===== src/rtl/pio_pkg.sv =====
// Shared definitions for the PIO command sequencer: action codes, widths and FSM states.
package pio_pkg;

  localparam int unsigned IdxW  = 5;
  localparam int unsigned NumSm = 4;

  localparam logic [3:0] ActNone  = 4'd0;
  localparam logic [3:0] ActInstr = 4'd1;
  localparam logic [3:0] ActPend  = 4'd2;
  localparam logic [3:0] ActPull  = 4'd3;
  localparam logic [3:0] ActPush  = 4'd4;
  localparam logic [3:0] ActGrps  = 4'd5;
  localparam logic [3:0] ActEn    = 4'd6;
  localparam logic [3:0] ActDiv   = 4'd7;
  localparam logic [3:0] ActShift = 4'd10;

  typedef enum logic [3:0] {
    StLdAddr,
    StLdWr,
    StCPend,
    StCDiv,
    StCGrps,
    StCShift,
    StCEn,
    StIdle,
    StPush,
    StWaitRx,
    StPull,
    StCapt,
    StResp
  } state_e;

endpackage


===== src/rtl/pio_spi_host.sv =====
// Loads a PIO program, configures one state machine, then runs byte-wide SPI transactions
// through the PIO TX/RX FIFOs with a bounded wait for the response.
module pio_spi_host
  import pio_pkg::*;
#(
  parameter int unsigned PLEN       = 2,
  parameter int unsigned MINDEX     = 0,
  parameter logic [23:0] DIV        = 24'h000C80,
  parameter logic [31:0] PIN_GRPS   = 32'h20100001,
  parameter logic [31:0] EXEC_CTRL  = 32'h00001000,
  parameter logic [31:0] SHIFT_CTRL = 32'h10830000,
  parameter int unsigned TIMEOUT    = 1023
) (
  input  logic            clk,
  input  logic            reset,
  output logic [4:0]      prog_addr,
  input  logic [15:0]     prog_data,
  input  logic            tx_valid,
  input  logic [7:0]      tx_data,
  output logic            tx_ready,
  output logic            rx_valid,
  output logic [7:0]      rx_data,
  output logic            rx_err,
  input  logic            rx_ready,
  output logic            cfg_done,
  output logic [3:0]      action,
  output logic [IdxW-1:0] index,
  output logic [1:0]      mindex,
  output logic [31:0]     din,
  input  logic [31:0]     dout,
  input  logic [NumSm-1:0] tx_full,
  input  logic [NumSm-1:0] rx_empty
);

  localparam int unsigned CntW   = (TIMEOUT > 0) ? $clog2(TIMEOUT + 1) : 1;
  localparam logic [CntW-1:0] CntMax = CntW'(TIMEOUT);
  localparam logic [5:0] ProgLen = 6'(PLEN);

  state_e          state_q, state_d;
  logic [5:0]      i_q;
  logic [CntW-1:0] cnt_q;
  logic [7:0]      byte_q;
  logic [7:0]      rx_data_q;
  logic            rx_err_q;
  logic            cfg_done_q;

  logic sm_tx_full, sm_rx_empty, tx_accept;
  logic unused_ok;

  assign sm_tx_full  = tx_full[MINDEX];
  assign sm_rx_empty = rx_empty[MINDEX];
  assign tx_accept   = (state_q == StIdle) && tx_valid && !sm_tx_full;
  assign unused_ok   = ^{dout[31:8], tx_full, rx_empty};

  assign mindex   = 2'(MINDEX);
  assign rx_data  = rx_data_q;
  assign rx_err   = rx_err_q;
  assign cfg_done = cfg_done_q;

  always_ff @(posedge clk or posedge reset) begin
    if (reset) begin
      state_q <= StLdAddr;
    end else begin
      state_q <= state_d;
    end
  end

  always_comb begin
    state_d = state_q;
    unique case (state_q)
      StLdAddr: state_d = (ProgLen == 6'd0) ? StCPend : StLdWr;
      StLdWr:   state_d = ((i_q + 6'd1) < ProgLen) ? StLdAddr : StCPend;
      StCPend:  state_d = StCDiv;
      StCDiv:   state_d = StCGrps;
      StCGrps:  state_d = StCShift;
      StCShift: state_d = StCEn;
      StCEn:    state_d = StIdle;
      StIdle:   if (tx_accept) state_d = StPush;
      StPush:   state_d = StWaitRx;
      // Data arriving on the same cycle the timeout fires still takes the PULL path.
      StWaitRx: begin
        if (!sm_rx_empty) begin
          state_d = StPull;
        end else if (cnt_q == CntMax) begin
          state_d = StResp;
        end
      end
      StPull:   state_d = StCapt;
      StCapt:   state_d = StResp;
      StResp:   if (rx_ready) state_d = StIdle;
      default:  state_d = StLdAddr;
    endcase
  end

  always_ff @(posedge clk or posedge reset) begin
    if (reset) begin
      i_q        <= '0;
      cnt_q      <= '0;
      byte_q     <= '0;
      rx_data_q  <= '0;
      rx_err_q   <= 1'b0;
      cfg_done_q <= 1'b0;
    end else begin
      unique case (state_q)
        StLdWr: i_q <= i_q + 6'd1;
        StCEn:  cfg_done_q <= 1'b1;
        StIdle: if (tx_accept) byte_q <= tx_data;
        StPush: cnt_q <= '0;
        StWaitRx: begin
          if (sm_rx_empty) begin
            if (cnt_q == CntMax) begin
              rx_err_q  <= 1'b1;
              rx_data_q <= '0;
            end else begin
              cnt_q <= cnt_q + 1'b1;
            end
          end
        end
        StCapt: begin
          rx_data_q <= dout[7:0];
          rx_err_q  <= 1'b0;
        end
        default: ;
      endcase
    end
  end

  always_comb begin
    action    = ActNone;
    din       = '0;
    index     = '0;
    prog_addr = i_q[4:0];
    tx_ready  = 1'b0;
    rx_valid  = 1'b0;
    unique case (state_q)
      StLdWr: begin
        action = ActInstr;
        index  = i_q[4:0];
        din    = {16'h0, prog_data};
      end
      StCPend:  begin action = ActPend;  din = EXEC_CTRL;     end
      StCDiv:   begin action = ActDiv;   din = {8'h0, DIV};   end
      StCGrps:  begin action = ActGrps;  din = PIN_GRPS;      end
      StCShift: begin action = ActShift; din = SHIFT_CTRL;    end
      StCEn:    begin action = ActEn;    din = 32'(1) << MINDEX; end
      StIdle:   tx_ready = !sm_tx_full;
      // Left shift with autopull at 8 consumes the byte from bit 31 down.
      StPush:   begin action = ActPush;  din = {byte_q, 24'h0}; end
      StPull:   action = ActPull;
      StResp:   rx_valid = 1'b1;
      default: ;
    endcase
  end

endmodule


===== config.mk =====
export PLATFORM = sky130hd
export DESIGN_NAME = pio_spi_host
export DESIGN_NICKNAME = d
export VERILOG_FILES = /design/src/rtl/pio_pkg.sv /design/src/rtl/pio_spi_host.sv
export SDC_FILE = /design/constraint.sdc
export NUM_CORES = 1
export LEC_CHECK = 0
export BUFFER_PORTS_ARGS = -buffer_cell sky130_fd_sc_hd__buf_2
export CAP_MARGIN = 20
export CORE_UTILIZATION = 40
export CTS_CLUSTER_SIZE = 12
export DETAILED_ROUTE_END_ITERATION = 10
export PLACE_DENSITY_LB_ADDON = 0.25
export SYNTH_ARGS = -nofsm -noshare
export SYNTH_HDL_FRONTEND = slang
export SYNTH_SLANG_ARGS = --single-unit

===== constraint.sdc =====
create_clock -name clk -period 2.21 [get_ports clk]
set_input_delay 0.1105 -clock clk [delete_from_list [all_inputs] [get_ports clk]]
set_output_delay 0.1105 -clock clk [all_outputs]
set_load 0.1 [all_outputs]

==> flow_metrics.env <==
export IMPL_dieArea_mm2=0.00616
export IMPL_drc=0
export IMPL_io_buffer_count=91
export IMPL_layout_min_cycle_time_ns=2.06
export IMPL_synth_area_per_cell_um2=9.71
export IMPL_layout_setup_ws_ns=0.155
export IMPL_hold_violations=0
export IMPL_synthTopCellsByArea="dfrtp_1 (41%), and2_1 (6.1%), buf_4 (5.1%)"
export IMPL_clockRootBuffer="clkbuf_8"
export IMPL_fin_crit_sh_pct=93.0
export IMPL_initial_core_util_pct=42.0
export IMPL_cp_data_arrival_time_ns=1.94
export IMPL_grt_pass1_wl_um=8780
export IMPL_clock_sink_count=38
export IMPL_h_tree_depth=2
export IMPL_diodes=0
export IMPL_cts_tree="built"
export IMPL_ant_nets=0
export IMPL_clkTransAtPathRegs_ns=0.07
export IMPL_status="completed"
export IMPL_drt_initial_drc_count=68
export IMPL_synth_flop_cell="dfrtp_1"
export IMPL_grt_pass1_vias=1967
export IMPL_vias_per_cell=5.02
export IMPL_async_reset_ff_share_pct=100
export IMPL_coreArea_mm2=0.00557
export IMPL_synth_seq_cells=38
export IMPL_detailedPlace_worstSlack_ns=0.310
export IMPL_die_x_um=78.5
export IMPL_maxCapViolations=0
export IMPL_synth_area_mm2=0.00234
export IMPL_rsz0062_at_grt="false"
export IMPL_nFillCells=453
export IMPL_grt_overflow_total=0
export IMPL_synth_edf_count=0
export IMPL_finalNetCount=400
export IMPL_slew_viol_final=0
export IMPL_clock_latency_ns=0.28
export IMPL_clk_path_buf_depth=2
export IMPL_drive_gt1_share_pct=40.6
export IMPL_synth_cell_type_count=55
export IMPL_register_area_um2=952
export IMPL_fmax_mhz=487
export IMPL_row_count=27
export IMPL_cp_max_fo=12
export IMPL_skew_ns=0.00312
export IMPL_placedCellCount=394
export IMPL_hp_class="in2reg"
export IMPL_numCtsBuffers=5
export IMPL_path_class="reg2out"
export IMPL_fin_cells=402
export IMPL_ys_seq_area_share_pct=40.6
export IMPL_drt_wirelength_per_cell_um=12.9
export IMPL_vias=2017
export IMPL_syn_to_final_growth_pct=48.8
export IMPL_synth_top_cell_area_share_pct=40.6
export IMPL_grt_max_degree=39
export IMPL_io_pins=128
export IMPL_yosys_warnings=0
export IMPL_place_hpwl_um=4070
export IMPL_die_h_um=78.5
export IMPL_first_pass_iters=4
export IMPL_syn_inst=241
export IMPL_ff2ff_setup_slack_ns=0.32
export IMPL_start_kind="flop"
export IMPL_grt_usage_pct=18.0
export IMPL_drt_total_wl_um=5200
export IMPL_antenna_found_initial=0
export IMPL_synth_top_area_cell="dfrtp_1"
export IMPL_place_gp_congestion=0.796
export IMPL_multi_input_area_mm2=0.00124
export IMPL_endpoint_kind="output pin"
export IMPL_postLayoutCoreUtil_pct=62.5
export IMPL_hold_ws_ns=0.0475
export IMPL_final_setup_viol_count=0
export IMPL_critPathRequiredTime_ns=2.10
==> cell type report <==
class	instances	share of cell area [%]
tap	72	2.59
inverter	5	0.539
clock buffer	5	1.98
multi-input combinational	175	35.6
timing repair buffer	105	31.7
clock inverter	2	0.287
sequential	38	27.3
==> stage by stage <==
step / setup TNS (ns) / instance area (um2)
6_report: 0 / 3480
5_1_grt: 0 / 3480
4_1_cts: 0 / 3480
3_5_place_dp: 0 / 3390
3_3_place_gp: 0 / 3390
2_1_floorplan: -1.47 / 2380
==> path summary, 6_finish.rpt <==
| path | startpoint | cells after the start | end |
|---|---|---|---|
| hold reg to reg | cfg_done | 1 | cfg_done |
| max in group asynchronous | reset | 4 | state_q[2] |
| hold / removal | tx_data[7] | 2 | byte_q[7] |
| min in group asynchronous | reset | 4 | rx_data[2] |
| setup reg to reg | i_q[0] | 5 | state_q[1] |
| setup / recovery | state_q[1] | 5 | action[0] |
==> cells in the mapped netlist (3+ instances only) <==
library cell and instances:
o21a_1 3, nand4_1 3, nor2_1 16, inv_1 5
buf_4 16, a22o_1 9, xor2_1 8, nor2b_1 4
dfrtp_1 38, a21oi_1 9, mux2_2 6, o21ai_0 7
buf_2 8, and3_1 3, a21o_1 3, xnor2_1 6
and2_1 23, nand2_1 7, nand2b_1 5, mux2_1 3
o21ai_1 4, nand3_1 12, clkbuf_1 3
==> timing repair <==
item | in CTS | in global routing
setup buffers | 0 | 0
hold buffers | 1 | 0
endpoints found under the hold margin | 38 | 0
endpoints found under the setup margin | 0 | 9
resized for setup | 0 | 2
==> registers in the layout (all words and copies together), names as in the netlist <==
register,cells
cnt_q,10
byte_q,8
state_q,4
i_q,6
rx_data,8
cfg_done,1
rx_err,1
==> critical path, cell delays in order (launching register included) <==
cell and delay [ns]:
dfrtp_1 0.63, buf_4 0.26, nor2b_1 0.22, a21oi_1 0.10, o22ai_1 0.24, buf_12 0.21
==> cells by family (layout without fill, tap and decap cells) <==
logic type | Yosys count | count (layout) | share of synthesized area [%]
other cells | 1 | 6 | 0.160
flops | 38 | 38 | 40.6
mux | 11 | 11 | 5.18
xor+xnor | 14 | 14 | 5.24
simple gates | 92 | 92 | 24.2
fa+ha+maj | 2 | 2 | 1.07
compound gates | 50 | 50 | 15.3
buf+inv | 33 | 117 | 8.28
==> placed cells by master, fill, tap and decap left out, drive strengths merged, types with 6 or more instances in the layout <==
cell / Yosys / routed
buf: 25 / 104
dfrtp: 38 / 38
and2: 23 / 23
nor2: 18 / 18
nand3: 13 / 13
o21ai: 11 / 11
a21oi: 9 / 9
a22o: 9 / 9
mux2: 9 / 9
xor2: 8 / 8
nand2: 7 / 7
xnor2: 6 / 6
conb: 1 / 6
==> layer usage <==
| layer | GRT usage [%] | share of wire [%] | routed length (um) |
|---|---|---|---|
| met2 | 31.9 | 54 | 2800 |
| met5 | 0 | 0 | 0 |
| met1 | 21.6 | 40 | 2110 |
| met4 | 3.70 | 0.60 | 31 |
| met3 | 5.00 | 5.0 | 260 |
Power is not shown: default switching activity piles up to over one toggle a cycle in this logic, so the estimate is an artifact.
